==> src/rtl/move_sequencer_if.sv <==
// move_sequencer_if: groups the player-side inputs and the playfield-facing outputs of the
// move sequencer.
//   btnLeft/btnRight/btnRotate/btnDown : raw asynchronous button levels
//   pause                              : freeze gravity and strobes while high
//   score                              : current score, drives the speed level
//   leftTrue/rightTrue/downTrue/rotateTrue : one-cycle move strobes
//   blockType                          : next piece code, 0..5
//   level                              : current speed level, 0..3
// master: the side that drives buttons/pause/score; slave: the sequencer itself.
interface move_sequencer_if;
  logic        btnLeft;
  logic        btnRight;
  logic        btnRotate;
  logic        btnDown;
  logic        pause;
  logic [31:0] score;
  logic        leftTrue;
  logic        rightTrue;
  logic        downTrue;
  logic        rotateTrue;
  logic [2:0]  blockType;
  logic [1:0]  level;

  modport master (
    output btnLeft, btnRight, btnRotate, btnDown, pause, score,
    input  leftTrue, rightTrue, downTrue, rotateTrue, blockType, level
  );

  modport slave (
    input  btnLeft, btnRight, btnRotate, btnDown, pause, score,
    output leftTrue, rightTrue, downTrue, rotateTrue, blockType, level
  );
endinterface

==> src/rtl/move_sequencer.sv <==
// move_sequencer: turns raw buttons and a score-scaled gravity timer into single-cycle move
// strobes for the playfield, at most one per cycle with an idle cycle between strobes, and
// produces pseudo-random piece codes from a 16-bit LFSR.
// Ports:
//   clock : system clock, all state on posedge
//   reset : synchronous active-low reset
//   bus   : move_sequencer_if.slave (buttons, pause, score in; strobes, blockType, level out)
// Optional feature: define AUTO_REPEAT_EN to re-trigger left/right while the button is held.
module move_sequencer #(
  parameter int unsigned GRAVITY_DIV = 25000000,
  parameter int unsigned SOFT_DIV    = 2500000,
  parameter int unsigned LEVEL_STEP  = 10,
  parameter logic [15:0] LFSR_SEED   = 16'hACE1
) (
  input logic             clock,
  input logic             reset,
  move_sequencer_if.slave bus
);

  // Button / pending-flag bit positions
  localparam int unsigned IdxLeft   = 0;
  localparam int unsigned IdxRight  = 1;
  localparam int unsigned IdxRotate = 2;
  localparam int unsigned IdxDown   = 3;

  typedef enum logic [1:0] {StIdle, StIssue, StGap} state_e;

  state_e      state_q, state_d;
  logic [3:0]  btn;
  logic [3:0]  meta_q, sync_q, prev_q;
  logic [3:0]  btn_edge;
  logic [3:0]  pend_q, pend_d, pend_set, pend_clr;
  logic [3:0]  strobe_q, strobe_d;
  logic [31:0] grav_cnt_q, grav_cnt_d;
  logic [31:0] period;
  logic        grav_fire;
  logic [1:0]  level_q, level_d;
  logic [15:0] lfsr_q;
  logic        lfsr_fb;
  logic [2:0]  block_q;
  logic [1:0]  rep_set;

  assign btn      = {bus.btnDown, bus.btnRotate, bus.btnRight, bus.btnLeft};
  assign btn_edge = sync_q & ~prev_q;

  // Level from score using constant thresholds only
  always_comb begin
    level_d = 2'd0;
    if (bus.score >= 32'(3 * LEVEL_STEP)) begin
      level_d = 2'd3;
    end else if (bus.score >= 32'(2 * LEVEL_STEP)) begin
      level_d = 2'd2;
    end else if (bus.score >= 32'(LEVEL_STEP)) begin
      level_d = 2'd1;
    end
  end

  // Gravity: >= keeps a mid-count period shrink from running the counter past the limit
  always_comb begin
    period     = sync_q[IdxDown] ? 32'(SOFT_DIV) : (32'(GRAVITY_DIV) >> level_q);
    grav_cnt_d = grav_cnt_q;
    grav_fire  = 1'b0;
    if (!bus.pause) begin
      if (grav_cnt_q >= period - 32'd1) begin
        grav_fire  = 1'b1;
        grav_cnt_d = '0;
      end else begin
        grav_cnt_d = grav_cnt_q + 32'd1;
      end
    end
  end

`ifdef AUTO_REPEAT_EN
  localparam int unsigned RepDiv  = (GRAVITY_DIV / 64 == 0) ? 1 : GRAVITY_DIV / 64;
  localparam int unsigned HoldMax = 16 * RepDiv - 1;

  logic [31:0] hold_q [2];

  always_comb begin
    for (int i = 0; i < 2; i++) begin
      rep_set[i] = sync_q[i] && (hold_q[i] >= 32'(HoldMax));
    end
  end

  // After the first repeat, reload so the next one lands RepDiv cycles later
  always_ff @(posedge clock) begin
    for (int i = 0; i < 2; i++) begin
      if (!reset || !sync_q[i]) begin
        hold_q[i] <= '0;
      end else if (rep_set[i]) begin
        hold_q[i] <= 32'(15 * RepDiv);
      end else begin
        hold_q[i] <= hold_q[i] + 32'd1;
      end
    end
  end
`else
  assign rep_set = 2'b00;
`endif

  // Set wins over clear so an event coinciding with ISSUE is never lost
  always_comb begin
    pend_set          = btn_edge;
    pend_set[IdxDown] = btn_edge[IdxDown] | grav_fire;
    pend_set[1:0]     = pend_set[1:0] | rep_set;
    pend_d            = (pend_q & ~pend_clr) | pend_set;
  end

  // Strobe is loaded on the IDLE->ISSUE edge, so it is high exactly while in ISSUE
  always_comb begin
    state_d  = state_q;
    strobe_d = '0;
    pend_clr = '0;
    unique case (state_q)
      StIdle: begin
        if (!bus.pause && (pend_q != 4'b0000)) begin
          state_d = StIssue;
          if (pend_q[IdxDown]) begin
            strobe_d[IdxDown] = 1'b1;
          end else if (pend_q[IdxRight]) begin
            strobe_d[IdxRight] = 1'b1;
          end else if (pend_q[IdxLeft]) begin
            strobe_d[IdxLeft] = 1'b1;
          end else begin
            strobe_d[IdxRotate] = 1'b1;
          end
          pend_clr = strobe_d;
        end
      end
      StIssue: state_d = StGap;
      StGap:   state_d = StIdle;
      default: state_d = StIdle;
    endcase
  end

  // Taps 16,14,13,11
  assign lfsr_fb = lfsr_q[15] ^ lfsr_q[13] ^ lfsr_q[12] ^ lfsr_q[10];

  always_ff @(posedge clock) begin
    if (!reset) begin
      state_q    <= StIdle;
      meta_q     <= '0;
      sync_q     <= '0;
      prev_q     <= '0;
      pend_q     <= '0;
      strobe_q   <= '0;
      grav_cnt_q <= '0;
      level_q    <= '0;
      lfsr_q     <= LFSR_SEED;
      block_q    <= '0;
    end else begin
      state_q    <= state_d;
      meta_q     <= btn;
      sync_q     <= meta_q;
      prev_q     <= sync_q;
      pend_q     <= pend_d;
      strobe_q   <= strobe_d;
      grav_cnt_q <= grav_cnt_d;
      level_q    <= level_d;
      lfsr_q     <= {lfsr_q[14:0], lfsr_fb};
      // Codes 6 and 7 are skipped by holding the previous piece
      if (lfsr_q[2:0] < 3'd6) begin
        block_q <= lfsr_q[2:0];
      end
    end
  end

  assign bus.leftTrue   = strobe_q[IdxLeft];
  assign bus.rightTrue  = strobe_q[IdxRight];
  assign bus.rotateTrue = strobe_q[IdxRotate];
  assign bus.downTrue   = strobe_q[IdxDown];
  assign bus.blockType  = block_q;
  assign bus.level      = level_q;

endmodule

==> src/flat_wrapper.sv <==
// flat-port wrapper written by rule: the top's interface ports become plain ports
module move_sequencer_flat 
#(
  parameter int unsigned GRAVITY_DIV = 25000000,
  parameter int unsigned SOFT_DIV    = 2500000,
  parameter int unsigned LEVEL_STEP  = 10,
  parameter logic [15:0] LFSR_SEED   = 16'hACE1
)
  (clock, reset, bus_btnLeft, bus_btnRight, bus_btnRotate, bus_btnDown, bus_pause, bus_score, bus_leftTrue, bus_rightTrue, bus_downTrue, bus_rotateTrue, bus_blockType, bus_level);
  move_sequencer_if bus_i ();
  input logic clock;
  input logic reset;
  input wire logic [$bits(bus_i.btnLeft)-1:0] bus_btnLeft;
  input wire logic [$bits(bus_i.btnRight)-1:0] bus_btnRight;
  input wire logic [$bits(bus_i.btnRotate)-1:0] bus_btnRotate;
  input wire logic [$bits(bus_i.btnDown)-1:0] bus_btnDown;
  input wire logic [$bits(bus_i.pause)-1:0] bus_pause;
  input wire logic [$bits(bus_i.score)-1:0] bus_score;
  output wire logic [$bits(bus_i.leftTrue)-1:0] bus_leftTrue;
  output wire logic [$bits(bus_i.rightTrue)-1:0] bus_rightTrue;
  output wire logic [$bits(bus_i.downTrue)-1:0] bus_downTrue;
  output wire logic [$bits(bus_i.rotateTrue)-1:0] bus_rotateTrue;
  output wire logic [$bits(bus_i.blockType)-1:0] bus_blockType;
  output wire logic [$bits(bus_i.level)-1:0] bus_level;
  assign bus_i.btnLeft = bus_btnLeft;
  assign bus_i.btnRight = bus_btnRight;
  assign bus_i.btnRotate = bus_btnRotate;
  assign bus_i.btnDown = bus_btnDown;
  assign bus_i.pause = bus_pause;
  assign bus_i.score = bus_score;
  assign bus_leftTrue = bus_i.leftTrue;
  assign bus_rightTrue = bus_i.rightTrue;
  assign bus_downTrue = bus_i.downTrue;
  assign bus_rotateTrue = bus_i.rotateTrue;
  assign bus_blockType = bus_i.blockType;
  assign bus_level = bus_i.level;
  move_sequencer #(.GRAVITY_DIV(GRAVITY_DIV), .SOFT_DIV(SOFT_DIV), .LEVEL_STEP(LEVEL_STEP), .LFSR_SEED(LFSR_SEED)) u_core (.clock(clock), .reset(reset), .bus(bus_i));
endmodule
==> config.mk <==
export PLATFORM = sky130hd
export DESIGN_NAME = move_sequencer_flat
export DESIGN_NICKNAME = d
export VERILOG_FILES = /design/src/rtl/move_sequencer_if.sv /design/src/rtl/move_sequencer.sv /design/src/flat_wrapper.sv
export SDC_FILE = /design/constraint.sdc
export NUM_CORES = 1
export LEC_CHECK = 0
export CORE_AREA = 2 2 91 93
export DETAILED_ROUTE_END_ITERATION = 10
export DIE_AREA = 0 0 93 95
export MAX_ROUTING_LAYER = met4
export PLACE_DENSITY = 0.67
export SYNTH_ARGS = -nofsm -noshare
export SYNTH_HDL_FRONTEND = slang
export SYNTH_SLANG_ARGS = --single-unit
==> constraint.sdc <==
create_clock -name clock -period 3.2 [get_ports clock]
set_input_delay 0.64 -clock clock [delete_from_list [all_inputs] [get_ports clock]]
set_output_delay 0.64 -clock clock [all_outputs]
set_load 0.05 [all_outputs]
==> summary.md, run 1 <==
| Metric | Value |
|---|---|
| First-pass GRT wire length | 11800 um |
| Sequential Area | 1500 sq um |
| CTS resizes | 0 |
| Fin Setup TNS | 0 ns |
| Initial antenna violation count | 0 |
| Post-synthesis sequential area ratio | 43.6% |
| Tmin final | 2.81 ns |
| Worst path max stage delay | 0.44 ns |
| Synthesis warning total | 0 |
| Die area | 8840 sq um |
| Core box area | 7930 sq um |
| Clk_skew | 0.0120 ns |
| Total GRT Usage | 17.2% |
| Post-CTS Hold Fix Bufs | 0 |
| Async SR Flop Fraction | 0% |
| Final setup viols | 0 |
| Worst-Skew Late Latency | 0.35 ns |
| Post-DP HPWL | 5020 um |
| Max Clk Rate | 356 MHz |
| CTS Buffer Depth | 2 |
| CP dominant cell by count | or3_1 |
| DRT iter0 DRCs | 101 |
| Relative slew margins | 55.9% |
| Crit path capture type | register |
| Peak VDD IR | 0.000317 V |
| P_leak | 1.72 nW |
| Post-synth EDFFs | 0 |
| DR WL/cell | 12.2 um |
| CP Class | register to register |
| Crit path cell chain | or3_1, ha_1, nand2_1, or4_1, or3_1, o211a_4, o21ai_4, buf_12, nor2_1 |
| Fin crit share | 87.9% |
| Pre-CTS setup slack | 0.385 ns |
| Pwr/cell area | 438 nW/um^2 |
| Req. time, crit path | 3.44 ns |
| DRC Markers | 0 |
| Fin worst setup slack | 0.389 ns |
| Slew @ Worst Pin | 0.659 ns |
| Share of cells above drive strength 1 | 6.35% |
| Post-CTS Setup Repair Bufs | 0 |
| Worst min path class | register to register |
| Initial Utilization | 43.5% |
| Antenna viol nets, final | 0 |
| Slew Viols, Final | 0 |
| Max FO, Critical Path | 27 |
| Site Rows | 33 |
| Library cells used by synthesis | 44 |
| Cts bufs inserted | 9 |
| CTS H-tree lvls | 3 |
| Crit path launch type | register |
| Root buf cell | clkbuf_8 |
| # IOs | 48 |
| Slowest CP cell | or3_1 |
| Grt total ovfl | 0 |
| Chip Height | 95 um |
| DR vias | 2678 |
| Fin. Hold Viols | 0 |
| Critical Path AT | 3.05 ns |
| Avg Inst Size Synth | 9.12 sq um |
| Max Cap Viol | 0 |
| FF+latch count, synth | 75 |
| Status | finished, final reports clean |
| IO buf count | 46 |
| Area occupied by multi-input gates | 1870 sq um |
| Die Width | 93 um |
| RD Place Congestion | 0.848 |
| Fill count | 747 |
| Net count of the finished layout | 503 |
| Pin count of the biggest net entering global routing | 28 |
| Cell area after synthesis | 3450 sq um |
| CTS Sinks | 75 |
| RSZ-0062 raised after global routing | false |
| CTS clk-pin slew, worst paths | 0.08 ns |
| Mapped Cells | 378 |
| 1st-pass router iterations | 4 |
| Predominant post-synthesis flop cell | dfxtp_1 |
| Area Growth Syn to Fin | 23.4% |
| Vias in the first global route | 2629 |
| CTS tree | yes |
| Vias per cell | 4.90 |
| Drt total wl | 6650 um |
| ANT cells | 0 |
synth_stat cells (2+ instances only):
cell type | count | area, sq um
dfxtp_1 | 75 | 1500
nor2_1 | 39 | 146
nand2_1 | 33 | 124
and2_1 | 28 | 175
ha_1 | 27 | 338
xor2_1 | 21 | 184
nand4_1 | 14 | 87.6
inv_1 | 13 | 48.8
a21boi_0 | 11 | 82.6
a21oi_1 | 11 | 55.1
nand3_1 | 11 | 55.1
o21ai_0 | 10 | 50.1
nand2b_1 | 9 | 56.3
nor4_1 | 9 | 56.3
xnor2_1 | 9 | 78.8
and3_1 | 7 | 43.8
clkbuf_1 | 7 | 26.3
nor3_1 | 7 | 35.0
or3_1 | 6 | 37.5
nor2b_1 | 3 | 18.8
a211oi_1 | 2 | 15.0
buf_6 | 2 | 22.5
o21a_1 | 2 | 15.0
or2_2 | 2 | 12.5
final timing paths:
path	cells after the start	startpoint	end	slack (ns)
setup / recovery	9	u_core.sync_q[3]$_SDFF_PN0_	u_core.grav_cnt_q[7]$_SDFFE_PN0N_	0.39
hold / removal	1	u_core.lfsr_q[14]$_SDFF_PN0_	u_core.lfsr_q[15]$_SDFF_PN1_	0.40
setup reg to reg	9	u_core.sync_q[3]$_SDFF_PN0_	u_core.grav_cnt_q[7]$_SDFFE_PN0N_	0.39
hold reg to reg	1	u_core.lfsr_q[14]$_SDFF_PN0_	u_core.lfsr_q[15]$_SDFF_PN1_	0.40
logic make-up (layout without fill, tap and decap cells):
logic type / after synthesis / count (layout) / synth area share, %
other cells: 1 / 6 / 0.109
flops: 75 / 75 / 43.6
simple gates: 176 / 176 / 26.7
compound gates: 47 / 47 / 9.40
buf+inv: 22 / 80 / 2.83
fa+ha+maj: 27 / 27 / 9.80
xor+xnor: 30 / 30 / 7.62
metal layers:
layer / part of all wire (%) / up-vias / global-route usage, % / wire length [um]
met2: 48 / 25 / 28.8 / 3180
met4: 1.2 / 0 / 6.00 / 80
met3: 2.7 / 10 / 3.99 / 177
met5: 0 / - / - / 0
li1: - / 1415 / - / -
met1: 48 / 1228 / 20.5 / 3210
per-stage QoR:
stage / hold slack [ns] / area, sq um / power, mW / util, % / cells
final: 0.403 / 4260 / 1.86 / 53.7 / 546
after global routing: 0.410 / 4260 / 1.95 / 53.7 / 546
after CTS: 0.407 / 4260 / 1.89 / 53.7 / 546
after detailed placement: 0.394 / 4070 / 1.18 / 51.3 / 531
after global placement: 0.389 / 4070 / 1.17 / 51.3 / 531
after floorplan: 0.386 / 3470 / 1.09 / - / 383
registers in the layout, summed over array words and instances (netlist names):
name,flops
u_core.bus.blockType,3
u_core.bus.level,2
u_core.grav_cnt_q,32
u_core.lfsr_q,16
u_core.meta_q,4
u_core.pend_q,4
u_core.prev_q,4
u_core.state_q,2
u_core.strobe_q,4
u_core.sync_q,4
area by class of cell:
class,instances,share of cell area [%]
clock buffer,9,2.91
clock inverter,6,1.53
multi-input combinational,286,43.9
tap,105,3.09
timing repair buffer,52,12.2
inverter,13,1.15
sequential,75,35.3
report_power, final:
part | internal (mW) | switching, mW | leakage [nW]
logic | 0.0911 | 0.0808 | 1.01
registers | 0.963 | 0.0179 | 0.613
clock network | 0.359 | 0.352 | 0.0959
worst max-delay path: cells and delay by family, from the launching register on:
kind / cells / cell delay [ns]
compound gates: 2 / 0.42
fa+ha+maj: 1 / 0.29
buf+inv: 1 / 0.19
flops: 1 / 0.40
simple gates: 5 / 1.40
placed cells by master, fill, tap and decap left out, drive strengths merged, types with 3 or more instances in the layout:
cell type and instances:
nand2 33, nor2b 3, o21ai 11, conb 6, nor2 40, and3 7
xnor2 9, xor2 21, nor3 7, a21boi 11, a21oi 11, clkbuf 9
inv 15, and2 28, dfxtp 75, clkdlybuf4s50 46, buf 6, ha 27
nand3 11, nand2b 9, nor4 10, or3 6, nand4 14
No activity file was read; power rests on OpenSTA's default activity.
==> run 2, diff against run 1 <==
--- a/config.mk
+++ b/config.mk
@@ -5,6 +5,7 @@
 export SDC_FILE = /design/constraint.sdc
 export NUM_CORES = 1
 export LEC_CHECK = 0
+export CAP_MARGIN = 20
 export CORE_AREA = 2 2 91 93
 export DETAILED_ROUTE_END_ITERATION = 10
 export DIE_AREA = 0 0 93 95
==> results of run 2 <==
Final layout, timing and power as in run 1 (identical DEF).
==> run 3, diff against run 2 <==
--- a/config.mk
+++ b/config.mk
@@ -9,6 +9,7 @@
 export CORE_AREA = 2 2 91 93
 export DETAILED_ROUTE_END_ITERATION = 10
 export DIE_AREA = 0 0 93 95
+export GPL_ROUTABILITY_DRIVEN = 1
 export MAX_ROUTING_LAYER = met4
 export PLACE_DENSITY = 0.67
 export SYNTH_ARGS = -nofsm -noshare
==> results of run 3 <==
Final layout, timing and power as in run 1 (identical DEF).
